[src/rtl/ftdi_rx_fifo.sv]
// Receive buffer behind ftdiController: 4-phase rx handshake into a FWFT FIFO with valid/ready output.
// Optional statistics counters are built when FTDI_RX_FIFO_STATS_EN is defined.
module ftdi_rx_fifo #(
  parameter int DEPTH        = 16,
  parameter int AFULL_MARGIN = 4
) (
  input  logic                     in_clk,
  input  logic                     in_rst_n,
  input  logic                     in_rx_hsk_req,
  input  logic [7:0]               in_rx_data,
  output logic                     out_rx_hsk_ack,
  output logic                     out_rx_en,
  input  logic                     in_flush,
  output logic [7:0]               out_data,
  output logic                     out_valid,
  input  logic                     in_ready,
  output logic [$clog2(DEPTH):0]   out_level,
  output logic [15:0]              out_byte_count,
  output logic [7:0]               out_drop_count
);
  localparam int AW = $clog2(DEPTH);
  localparam int LW = AW + 1;
  localparam logic [LW-1:0] FULL_LVL  = LW'(DEPTH);
  localparam logic [LW-1:0] AFULL_LVL = LW'(DEPTH - AFULL_MARGIN);

  typedef enum logic {IDLE, WAIT_LOW} state_t;

  state_t          state, state_nx;
  logic [7:0]      mem [DEPTH];
  logic [AW-1:0]   wr_ptr, rd_ptr;
  logic [LW-1:0]   level, level_nx;
  logic            push, push_st, pop;

  always_comb begin
    state_nx = state;
    push     = 1'b0;
    case (state)
      IDLE: if (in_rx_hsk_req && (level < FULL_LVL)) begin
        push     = 1'b1;
        state_nx = WAIT_LOW;
      end
      WAIT_LOW: if (!in_rx_hsk_req) state_nx = IDLE;
      default: state_nx = IDLE;
    endcase
  end

  // A push during flush still completes the handshake but is not stored.
  assign push_st   = push & ~in_flush;
  assign pop       = out_valid & in_ready & ~in_flush;
  assign level_nx  = in_flush ? '0 : level + LW'(push_st) - LW'(pop);

  assign out_valid      = (level != '0);
  assign out_data       = out_valid ? mem[rd_ptr] : 8'h00;
  assign out_level      = level;
  assign out_rx_hsk_ack = (state == WAIT_LOW);

  always_ff @(posedge in_clk) begin
    if (!in_rst_n) begin
      state     <= IDLE;
      wr_ptr    <= '0;
      rd_ptr    <= '0;
      level     <= '0;
      out_rx_en <= 1'b0;
    end else begin
      state     <= state_nx;
      level     <= level_nx;
      out_rx_en <= (level_nx < AFULL_LVL);
      if (in_flush) begin
        wr_ptr <= '0;
        rd_ptr <= '0;
      end else begin
        if (push_st) wr_ptr <= wr_ptr + AW'(1);
        if (pop)     rd_ptr <= rd_ptr + AW'(1);
      end
    end
  end

  always_ff @(posedge in_clk) begin
    if (push_st) mem[wr_ptr] <= in_rx_data;
  end

`ifdef FTDI_RX_FIFO_STATS_EN
  logic [9:0] drop_sum;
  assign drop_sum = {2'b00, out_drop_count}
                  + (in_flush ? 10'(level) : 10'd0)
                  + 10'(push & in_flush);

  always_ff @(posedge in_clk) begin
    if (!in_rst_n) begin
      out_byte_count <= '0;
      out_drop_count <= '0;
    end else begin
      if (push) out_byte_count <= out_byte_count + 16'd1;
      out_drop_count <= (drop_sum > 10'd255) ? 8'hFF : drop_sum[7:0];
    end
  end
`else
  assign out_byte_count = '0;
  assign out_drop_count = '0;
`endif
endmodule
[config.mk]
export PLATFORM = sky130hd
export DESIGN_NAME = ftdi_rx_fifo
export DESIGN_NICKNAME = d
export VERILOG_FILES = /design/src/rtl/ftdi_rx_fifo.sv
export SDC_FILE = /design/constraint.sdc
export NUM_CORES = 1
export LEC_CHECK = 0
export CORE_MARGIN = 10
export CORE_UTILIZATION = 41
export CTS_CLUSTER_DIAMETER = 60
export DETAILED_ROUTE_END_ITERATION = 8
export GPL_TIMING_DRIVEN = 0
export PLACE_DENSITY_LB_ADDON = 0.3
export SETUP_SLACK_MARGIN = 0.15
export SLEW_MARGIN = 0
export SYNTH_ARGS = -nofsm -noshare
export SYNTH_HDL_FRONTEND = slang
export SYNTH_SLANG_ARGS = --single-unit
[constraint.sdc]
create_clock -name in_clk -period 3.8 [get_ports in_clk]
set_input_delay 0.38 -clock in_clk [delete_from_list [all_inputs] [get_ports in_clk]]
set_output_delay 0.38 -clock in_clk [all_outputs]
set_load 0.05 [all_outputs]
# Word-level counts from Yosys, hierarchy flattened
# Memory sizes are Yosys's and may differ from the RTL's. A register that Yosys moved wholly into a read port is not among the register bits.
# Cells that the tools add are included.
# Widths: inputs -> output; s select.
totals:
  regBits: 15
  ram_bits: 128
  out_inout_bits: 40
  elab_cells: 31
  mem_count: 1
classes:
  addsub: 4
  magnitude_cmp: 2
  muxes: 10
  bitwise: 6
  reduce_logical: 3
memory_table:
  columns: ["name", "depth", "width", "rd", "rd_clocked_by_memory_dff", "write_ports", "line", "rtl"]
  rows:
  - ["mem", 16, 8, 1, 1, 1, "29", "logic [7:0] mem [DEPTH];"]
op_table:
  columns: ["cell", "n"]
  rows:
  - ["$add 4x1->4 const B", 2]
  - ["$mux 4", 2]
  - ["$mux 8", 1]
  - ["$add 5x1->5", 1]
  - ["$lt 5x4->1 const B", 1]
  - ["$lt 5x5->1 const B", 1]
  - ["$mux 1", 5]
  - ["$mux 5", 1]
  - ["$reduce_bool 5->1", 1]
  - ["$sub 5x1->5", 1]
  - ["$and 1x1->1", 3]
  - ["$not 1->1", 3]
  - ["$pmux 1 s2", 1]
  - ["$reduce_or 2->1", 1]
  - ["$logic_and 1x1->1", 1]

# Longest topological paths before layout
depth:
  word_depth: 9
  ltp_mapped: 13

# Worst setup path after synthesis
# No wires, ideal clock.
synth_path:
  kind: "register to output"
  startpoint: "reg level[2], in the netlist out_level[2]"
  endpoint: "out out_data[4]"
  arrival_ns: 2.739
  t_required_ns: 3.420
  setup_slack_ns: 0.681
  stages_incl_launch_ff: 9
  n_path_buf: 2
  cell_sequence: "dfxtp_1 > inv_1 > ha_1 > or4b_4 > buf_6 > nor2b_1 > buf_6 > a22oi_1 > o211ai_1"
synth_between:
  elab_chain_len: 2
synth_lines:
  columns: ["element", "line", "rtl"]
  rows:
  - ["start: declaration", "31", "logic [LW-1:0] level, level_nx;"]
  - ["start signal: assignment", "66", "level <= level_nx;"]
  - ["$reduce_bool 5->1", "52", "assign out_valid = (level != '0);"]
  - ["net out_valid", "15", "output logic out_valid,"]
  - ["$mux 8", "53", "assign out_data = out_valid ? mem[rd_ptr] : 8'h00;"]
  - ["end: declaration", "14", "output logic [7:0] out_data,"]
# The timed path passes the listed nets, and every way through them passes these cells.

==> flow_summary.toml <==
[floorplanning]
initial_utilization_pct = 41.95
num_rows = 44
die_w_um = 141.9
die-area_mm2 = 0.02015
die_height_um = 141.9
io_pins = 53
core_area_mm2 = 0.01453

[drt]
drt_iter0_drc = 255
routed_wl_um = 12750
wl_per_cell_um = 20.24
first_pass_iters = 5
ant_nets = 0
post_drt_via_cell_ratio = 5.156
drc_errors = 0
num_vias = 3248

[cts]
cts_setup_buffers = 0
cts_made_buffers = 17
cts_hold_buf = 0
clk_path_buf_depth = 2
worstSkewPairLatency_ns = 0.42
root_buffer = "clkbuf_16"
clk_pin_slew_ns = 0.06
cts_num_sinks = 147
cts_tree = "built"
cts-htree-levels = 4

[timing]
fin_skew_ns = 0.01007
period_needed_ns = 3.425
setup_viol = 0
timing.fmax_mhz = 292.0
final.setup.tns_ns = 0
post-route-period-util_pct = 90.12
hold_violations = 0
max_slew_margin_pct = 14.68
rsz0062_at_grt = "false"
worst_pin_slew_ns = 1.270
timing_max_transition_violations_final = 0

[synth]
synth_cell_types = 40
yosys_warnings = 0
ys_ff_latch = 147
ys_seq_area_share_pct = 69.28
ys.flop_type = "edfxtp_1"
async_flop_share_pct = 0
synth_edf_count = 128
netlist_area_mm2 = 0.006097
synthCells = 364
avgSynthCellArea_um2 = 16.75

[layout]
fillCellCount = 1210
drive_above_1_share_pct = 21.30
multi_input_area_mm2 = 0.001658
design_area_mm2 = 0.007316
num_antenna_cells = 0
syn_to_final_growth_pct = 19.99
regArea_mm2 = 0.004224
finalNetCount = 458

[placed_design]
dpl_cell_area_mm2 = 0.006694
gp_congestion = 0.7889
io_buffer_count = 28
hpwl_um = 8767

[worst_setup_path]
r2r_slack_ns = 0.68
crit_type = "reg2out"
r2r_end = "out_rx_en"
max_stage_delay_ns = 0.74
required_ns = 3.42
cp.arrival_ns = 3.04
rr_startpoint = "out_level[2]"
critPathMostFrequentCell = "a22oi_1"
slowest_stage = "clkdlybuf4s50_1"
path_max_fanout = 8
cp-end-kind = "output port"
reg2reg_depth = 13
timing.critical_path.from_type = "flip-flop"
path_cells = "clkbuf_1 -> nor2b_1 -> a22oi_1 -> a22oi_1 -> o211ai_1 -> clkdlybuf4s50_1"

[power_and_ir_drop]
vdd_drop_max_uv = 294.6
leakagePower_nw = 2.449
power-per-cell-area_mw_per_mm2 = 537.0

[global_routing]
antenna_found_initial = 0
grt_max_degree = 17
grt_usage_pct = 13.37
grt_pass1_vias = 3454
grt-ovfl-total = 0
grt_pass1_wl_um = 19930

[min_path]
min_path_cells = 2
min_path_type = "reg2reg"
min_from = "rd_ptr[3]"

[outcome]
status = "finished, final reports clean"

[run]
maxCapViolCount = 0
[power breakdown]
| group | internal, mW | switching, mW |
|---|---|---|
| Clock | 1.08 | 0.611 |
| Combinational | 0.161 | 0.292 |
| Sequential | 1.77 | 0.0114 |
[layer usage]
metal | track usage (%) | up-vias | share of wire, % | routed length, µm
met5 | 0 | - | 0 | 0
met4 | 4.196 | 0 | 1.1 | 138
met3 | 4.840 | 12 | 8.1 | 1033
met2 | 21.79 | 105 | 49 | 6290
met1 | 16.24 | 1624 | 41 | 5289
li1 | - | 1507 | - | -
[cells in the final DEF, fill, tap and decap left out, types with 5 or more instances in the layout]
cell type        instances
a22oi_1                 12
o211ai_1                 7
clkbuf_1                 7
clkdlybuf4s50_1         26
nor2_1                  27
conb_1                  24
a21oi_1                  8
mux4_2                  25
mux2i_1                 14
edfxtp_1               128
ha_1                    10
buf_4                   28
dfxtp_1                 19
inv_1                    9
nand2_1                  9
clkbuf_16               17
xor2_1                   5
nand3_1                 16
[cell type report]
type                            instances  share of cell area, %
Sequential cell                       147                  57.74
Multi-Input combinational cell        191                  22.66
Clock buffer                           19                  5.918
Buffer                                 40                  3.934
Timing Repair Buffer                   28                  3.899
Tap cell                              184                  3.147
Clock inverter                         12                  2.240
Inverter                                9                 0.4618
[worst max-delay path, delay by kind of cell, from the launching register on]
kind | cells | cell delay, ns
AO/OA/AOI/OAI | 3 | 0.58
AND/OR/NAND/NOR | 1 | 0.59
flip-flops | 1 | 0.30
buffers and inverters | 2 | 1.15
[stage by stage]
| step | util [%] | total power [mW] | hold WS [ns] | setup slack (ns) | std cells |
|---|---|---|---|---|---|
| after floorplan | - | 2.133 | 0.4628 | 0.6814 | 387 |
| after global placement | 46.06 | 2.260 | 0.4685 | 0.4117 | 599 |
| after detailed placement | 46.06 | 2.267 | 0.4823 | 0.4337 | 599 |
| after CTS | 50.19 | 3.951 | 0.4933 | 0.2389 | 630 |
| after global routing | 50.34 | 4.059 | 0.5225 | 0.1956 | 630 |
| final | 50.34 | 3.928 | 0.4892 | 0.3755 | 630 |
[worst max-delay path by stage]
stage	start	to	slack [ns]	cells after the start
final	flip-flop	out_data[0]	0.38	6
after global routing	flip-flop	out_data[0]	0.20	7
after CTS	flip-flop	out_data[7]	0.24	7
after detailed placement	in_flush	mem[3][1]	0.43	4
after global placement	in_flush	mem[3][1]	0.41	4
after floorplan	out_level[2]	out_data[4]	0.68	8
[state kept, by name, summed over array words and instances (netlist names), named ones only]
signal	flops
mem	128
out_level	5
out_rx_en	1
out_rx_hsk_ack	1
rd_ptr	4
wr_ptr	4
[synth_stat cells, types with 2 or more instances]
| cell | number | area (µm²) |
|---|---|---|
| a22oi_1 | 12 | 90.09 |
| nand3_1 | 16 | 80.08 |
| mux2_2 | 2 | 22.52 |
| nand2_1 | 9 | 33.78 |
| xnor2_1 | 4 | 35.03 |
| xor2_1 | 5 | 43.79 |
| dfxtp_1 | 19 | 380.4 |
| a22oi_2 | 2 | 25.02 |
| buf_6 | 4 | 45.04 |
| nand2b_1 | 2 | 12.51 |
| nand4_1 | 2 | 12.51 |
| o211ai_1 | 7 | 52.55 |
| mux4_2 | 25 | 563.0 |
| ha_1 | 10 | 125.1 |
| a21oi_1 | 8 | 40.04 |
| mux2i_1 | 14 | 140.1 |
| buf_4 | 28 | 210.2 |
| nor2b_1 | 2 | 12.51 |
| inv_1 | 9 | 33.78 |
| clkbuf_1 | 7 | 26.28 |
| edfxtp_1 | 128 | 3844 |
| nor3_1 | 4 | 20.02 |
| nor2_1 | 27 | 101.4 |
| and3_1 | 2 | 12.51 |
[logic make-up (layout without fill, tap and decap cells)]
logic type | Yosys count | after routing | synth area share (%)
DFF | 147 | 147 | 69.28
and+or+nand+nor | 70 | 70 | 5.541
buffers and inverters | 49 | 108 | 5.233
muxes | 41 | 41 | 11.90
AOI/OAI and AO/OA | 36 | 36 | 4.310
adders and majority gates | 11 | 11 | 2.380
xor gates and xnor gates | 9 | 9 | 1.293
other | 1 | 24 | 0.06150
[what timing repair did]
item,in CTS,in global routing
pin swaps,0,0
gates resized for setup,2,4
endpoints found under the setup margin,4,7
Note: power is estimated with default switching activity, not from simulation.
